### config.mk
export PLATFORM = sky130hd
export DESIGN_NAME = pe_dot_ctrl
export DESIGN_NICKNAME = d
export VERILOG_FILES = /design/src/rtl/pe_dot_ctrl.sv
export SDC_FILE = /design/constraint.sdc
export NUM_CORES = 1
export LEC_CHECK = 0
export BUFFER_PORTS_ARGS = -buffer_cell sky130_fd_sc_hd__buf_2
export CAP_MARGIN = 20
export CORE_UTILIZATION = 55
export DETAILED_ROUTE_END_ITERATION = 10
export GPL_TIMING_DRIVEN = 0
export PLACE_DENSITY = 0.81
export SLEW_MARGIN = 20
export SYNTH_ARGS = -nofsm -noshare
export SYNTH_HDL_FRONTEND = slang
export SYNTH_SLANG_ARGS = --single-unit
### constraint.sdc
create_clock -name clk -period 4.6 [get_ports clk]
set_input_delay 0.46 -clock clk [delete_from_list [all_inputs] [get_ports clk]]
set_output_delay 0.46 -clock clk [all_outputs]
set_load 0.01 [all_outputs]
### src/rtl/pe_dot_ctrl.sv
// Dot-product sequencer: streams ifmap/weight pairs from two read buffers into one int8 PE,
// accumulates the per-term results and hands back one 32-bit sum per job.
module pe_dot_ctrl #(
  parameter int unsigned ADDR_W = 12,
  parameter int unsigned LEN_W  = 10
) (
  input  logic                     clk,
  input  logic                     rst,
  // job dispatch
  input  logic                     start,
  input  logic        [LEN_W-1:0]  len,
  input  logic        [ADDR_W-1:0] ifmap_base,
  input  logic        [ADDR_W-1:0] weight_base,
  input  logic signed [31:0]       bias,
  output logic                     busy,
  // operand buffers
  output logic                     ifmap_rd,
  output logic                     weight_rd,
  output logic        [ADDR_W-1:0] ifmap_addr,
  output logic        [ADDR_W-1:0] weight_addr,
  input  logic signed [7:0]        ifmap_rdata,
  input  logic signed [7:0]        weight_rdata,
  // PE
  output logic signed [7:0]        pe_ifmap,
  output logic signed [7:0]        pe_weight,
  output logic signed [31:0]       pe_bias,
  output logic                     pe_en,
  input  logic signed [31:0]       pe_opsum,
  input  logic                     pe_valid,
  // result
  output logic signed [31:0]       res_data,
  output logic                     res_valid,
  input  logic                     res_ready
);

  typedef enum logic [1:0] {StIdle, StFetch, StDrain, StOut} state_e;

  state_e                    state_q;
  logic        [LEN_W-1:0]   len_q;
  logic        [ADDR_W-1:0]  ifmap_base_q;
  logic        [ADDR_W-1:0]  weight_base_q;
  logic signed [31:0]        bias_q;
  logic        [31:0]        acc_q;
  logic        [LEN_W-1:0]   issue_q;
  logic        [LEN_W-1:0]   rcv_q;
  logic                      rd_q;
  logic        [ADDR_W-1:0]  ifmap_addr_q;
  logic        [ADDR_W-1:0]  weight_addr_q;
  logic                      pe_en_q;
  logic                      pe_first_q;
  logic                      res_valid_q;
  logic        [31:0]        res_data_q;

  logic                      accept;
  logic        [31:0]        acc_sum;
  logic        [LEN_W-1:0]   rcv_inc;

  always_comb begin
    accept  = pe_valid && ((state_q == StFetch) || (state_q == StDrain));
    acc_sum = acc_q + pe_opsum;
    rcv_inc = rcv_q + LEN_W'(1);
  end

  always_ff @(posedge clk) begin
    if (rst) begin
      state_q       <= StIdle;
      len_q         <= '0;
      ifmap_base_q  <= '0;
      weight_base_q <= '0;
      bias_q        <= '0;
      acc_q         <= '0;
      issue_q       <= '0;
      rcv_q         <= '0;
      rd_q          <= 1'b0;
      ifmap_addr_q  <= '0;
      weight_addr_q <= '0;
      pe_en_q       <= 1'b0;
      pe_first_q    <= 1'b0;
      res_valid_q   <= 1'b0;
      res_data_q    <= '0;
    end else begin
      // PE feed trails the read strobe by the buffer's one-cycle read latency.
      pe_en_q    <= rd_q;
      pe_first_q <= rd_q && (issue_q == LEN_W'(1));

      if (accept) begin
        acc_q <= acc_sum;
        rcv_q <= rcv_inc;
      end

      unique case (state_q)
        StIdle: begin
          if (start) begin
            len_q         <= len;
            ifmap_base_q  <= ifmap_base;
            weight_base_q <= weight_base;
            bias_q        <= bias;
            acc_q         <= '0;
            rcv_q         <= '0;
            if (len != '0) begin
              state_q       <= StFetch;
              rd_q          <= 1'b1;
              ifmap_addr_q  <= ifmap_base;
              weight_addr_q <= weight_base;
              issue_q       <= LEN_W'(1);
            end else begin
              state_q     <= StOut;
              issue_q     <= '0;
              res_valid_q <= 1'b1;
              res_data_q  <= bias;
            end
          end
        end
        StFetch: begin
          // issue_q counts reads already on the bus; equal to len means the last one is out.
          if (issue_q == len_q) begin
            rd_q    <= 1'b0;
            state_q <= StDrain;
          end else begin
            rd_q          <= 1'b1;
            ifmap_addr_q  <= ifmap_base_q + ADDR_W'(issue_q);
            weight_addr_q <= weight_base_q + ADDR_W'(issue_q);
            issue_q       <= issue_q + LEN_W'(1);
          end
        end
        StDrain: begin
          if (accept && (rcv_inc == len_q)) begin
            state_q     <= StOut;
            res_valid_q <= 1'b1;
            res_data_q  <= acc_sum;
          end else if (!accept && (rcv_q == len_q)) begin
            state_q     <= StOut;
            res_valid_q <= 1'b1;
            res_data_q  <= acc_q;
          end
        end
        StOut: begin
          if (res_ready) begin
            res_valid_q <= 1'b0;
            state_q     <= StIdle;
          end
        end
        default: state_q <= StIdle;
      endcase
    end
  end

  always_comb begin
    busy        = (state_q != StIdle);
    ifmap_rd    = rd_q;
    weight_rd   = rd_q;
    ifmap_addr  = ifmap_addr_q;
    weight_addr = weight_addr_q;
    pe_en       = pe_en_q;
    pe_ifmap    = pe_en_q ? ifmap_rdata : '0;
    pe_weight   = pe_en_q ? weight_rdata : '0;
    pe_bias     = pe_first_q ? bias_q : '0;
    res_valid   = res_valid_q;
    res_data    = res_data_q;
  end

endmodule

==> impl_metrics.json <==
{
  "tns_ps": 0,
  "power.leakage_nw": 5.49,
  "io-pin-count": 228,
  "first_iter_violations": 898,
  "post_cts_resize_count": 0,
  "rows": 50,
  "multi_input_area_um2": 6550,
  "hold_path_class": "input port to flop",
  "skew_ps": 7.85,
  "synth-compound-area-share_pct": 20.9,
  "path_buf_inv": 1,
  "drv_slew": 0,
  "wl_mm": 35.1,
  "ys_warn_count": 0,
  "r2r_slack_ps": 1010,
  "required_ps": 4970,
  "maxCapViolCount": 0,
  "ys_seq_area_share_pct": 34.1,
  "synth-seq-cells": 180,
  "synthFlopType": "dfxtp_1",
  "chipHeight_um": 141,
  "clkLatencyLatePin_ps": 440,
  "tightest_slew_ps": 809,
  "synth-simple-area-share_pct": 22.6,
  "cp-end-kind": "flop",
  "switching_power_mw": 2.70,
  "slew_headroom_pct": 46.0,
  "hold_viol_final": 0,
  "coreArea_um2": 18800,
  "start_util_pct": 56.3,
  "syn_nets": 1550,
  "crit_fanout": 10,
  "grt_pass1_vias": 10500,
  "synthAdderAreaFrac_pct": 7.44,
  "cts.sinks": 180,
  "drive_above_1_share_pct": 17.0,
  "drc": 0,
  "htreeDepth": 4,
  "dieArea_um2": 19800,
  "max_freq_mhz": 278,
  "crit_arrival_ps": 3960,
  "netlist_area_um2": 10600,
  "cts-buffers-inserted": 17,
  "drt_pass1_iterations": 5,
  "critical_path_class": "flop to flop",
  "clk_path_buf_depth": 2,
  "cts_tree": "done",
  "fp.dieW_um": 141,
  "path_cells": "inv_1 > ha_1 > nand2_1 > or4_1 > a211oi_2 > nor3b_4 > o21ai_1 > nor2_2 > o221ai_1 > o21ai_1",
  "synth_top_family_by_area": "simple AND/OR/NAND/NOR gates",
  "wire_per_inst_um": 18.9,
  "pwr-share-comb_pct": 41.9,
  "groute.usage.overall_pct": 35.8,
  "async_flop_share_pct": 0,
  "power_density_nw_per_um2": 524,
  "intPower_mw": 3.91,
  "num-fill-cells": 1598,
  "worst_path_most_repeated_cell": "o21ai_1",
  "grt-ovfl-total": 0,
  "num-nets-final": 1796,
  "syn_area_per_cell_um2": 7.71,
  "p_sw_share_pct": 40.8,
  "power.share.clock_pct": 23.8,
  "viasPerCell": 5.90,
  "run_status": "completed",
  "area_growth_pct": 19.4,
  "port_buffers": 227,
  "globalplace.congestion": 0.986,
  "rsz0062_at_grt": "no",
  "clkTransAtPathRegs_ps": 70,
  "cp_top_family": "simple AND/OR/NAND/NOR gates",
  "grt_max_degree": 17,
  "via_count": 11000,
  "postCtsHoldBufs": 0,
  "muxShareOfSynthArea_pct": 4.60,
  "ant_nets": 0,
  "period_needed_ps": 3590,
  "synthXorXnorAreaFrac_pct": 6.47,
  "crit_slowest_cell": "or4_1",
  "finalPower_mw": 6.61,
  "synth.distinct_cells": 65,
  "antenna_found_initial": 1,
  "synth-edff-count": 0,
  "startpoint_type": "flop",
  "grt_pass1_wl_mm": 54.9,
  "holdWs_ps": 271,
  "cpPeakStageDelay_ps": 590,
  "cts-root-buf": "clkbuf_16",
  "dp_hpwl_mm": 27.3,
  "synth_cells": 1370,
  "min_period_over_period_pct": 78.1,
  "pwr-share-seq_pct": 34.3,
  "regArea_um2": 3600,
  "ir_worst_vdd_mv": 0.341,
  "setup-violations-final": 0,
  "post_cts_buffers": 0
}
## power groups by stage
stage	Clock [mW]	Sequential [mW]	Combinational [mW]
finish	1.58	2.27	2.77
global route	1.64	2.31	3.02
CTS	1.57	2.26	2.71
detailed placement	0	2.29	2.69
global placement	0	2.27	2.63
floorplan	0	2.33	1.71
## registers in the layout, indices dropped and copies added (netlist names), 12 cells and up
name and count:
acc_q 32, bias_q 32, res_data 32, ifmap_addr 12, ifmap_base_q 12, weight_addr 12, weight_base_q 12
## worst reg2reg max path: stages, from the launching register on
cell and delay (ps):
dfxtp_1 400, inv_1 90, ha_1 320, nand2_1 190, or4_1 590, a211oi_2 260
nor3b_4 510, o21ai_1 200, nor2_2 510, o221ai_1 290, o21ai_1 170
## routing by layer
layer | GRT usage (%) | routed length, um | vias up | part of all wire, %
met1 | 47.1 | 14700 | 5075 | 42
li1 | - | - | 5265 | -
met5 | 0 | 0 | - | 0
met3 | 8.19 | 3590 | 77 | 10
met4 | 13.4 | 1150 | 0 | 3.3
met2 | 57.5 | 15700 | 579 | 45
## layout by cell type, fill, tap and decap left out, types with 4 or more instances in the layout
cell type,n
clkbuf_16,17
o211ai_1,9
o22ai_1,5
o211a_1,4
a21oi_1,170
a211oi_1,31
buf_1,12
inv_1,27
dfxtp_1,180
mux2i_1,44
a31oi_1,12
xor2_1,33
clkbuf_1,60
a221oi_1,4
and2_1,55
o21ai_1,20
or3_1,11
nand2b_1,11
xnor2_1,45
nand2_1,270
nor2_1,102
o21ai_0,46
a21o_1,20
nor4_1,7
a22o_1,7
ha_1,58
nand4_1,8
buf_2,230
nor3_1,20
a211o_1,4
nor2b_1,12
nand3_1,18
bufinv_16,4
## metrics by stage
step | util [%] | cell area, um^2 | cells | setup WS (ps)
2_1_floorplan | - | 10600 | 1370 | 1760
3_3_place_gp | 63.9 | 12000 | 1831 | 1130
3_5_place_dp | 63.9 | 12000 | 1831 | 1120
4_1_cts | 67.2 | 12600 | 1862 | 1130
5_1_grt | 67.2 | 12600 | 1863 | 888
6_report | 67.2 | 12600 | 1863 | 1010
## path summary, 6_finish.rpt
path                                                start                      endpoint  cells past startpoint
worst max register to register    state_q[0]$_SDFFE_PP0P_     res_data[24]$_SDFFE_PP0P_                     10
worst min register to register  res_data[16]$_SDFFE_PP0P_     res_data[16]$_SDFFE_PP0P_                      2
worst max-delay path              state_q[0]$_SDFFE_PP0P_     res_data[24]$_SDFFE_PP0P_                     10
worst min-delay path                        ifmap_base[4]  ifmap_base_q[4]$_SDFFE_PP0P_                      3
## area by class of cell
cell class              count  area share [%]
inverters                  27           0.803
flip-flops and latches    180            28.6
repair buffers            227            9.01
multi-input cells        1086            51.9
clock buffers              19            3.51
well taps                 234            2.32
diodes                      1          0.0198
clock inverters            12            1.42
plain buffers              77            2.44
## cell usage after synthesis, drive strengths merged, types with 20 or more instances
cell type    n  area (um^2)
o21ai       66          330
nor2       103          389
dfxtp      180         3600
mux2i       44          440
inv         27          101
and2        55          344
a21o        20          150
nor3        20          100
ha          58          726
xnor2       45          394
a21oi      170          851
clkbuf      59          221
nand2      270         1010
xor2        33          289
a211oi      32          245
## cells by family after synthesis
kind of cell	after synthesis
and+or+nand+nor	533
AOI/OAI and AO/OA	366
DFF	180
buffers and inverters	104
xor gates and xnor gates	78
adders and majority gates	61
muxes	48
Note: power is estimated with default switching activity, not from simulation.
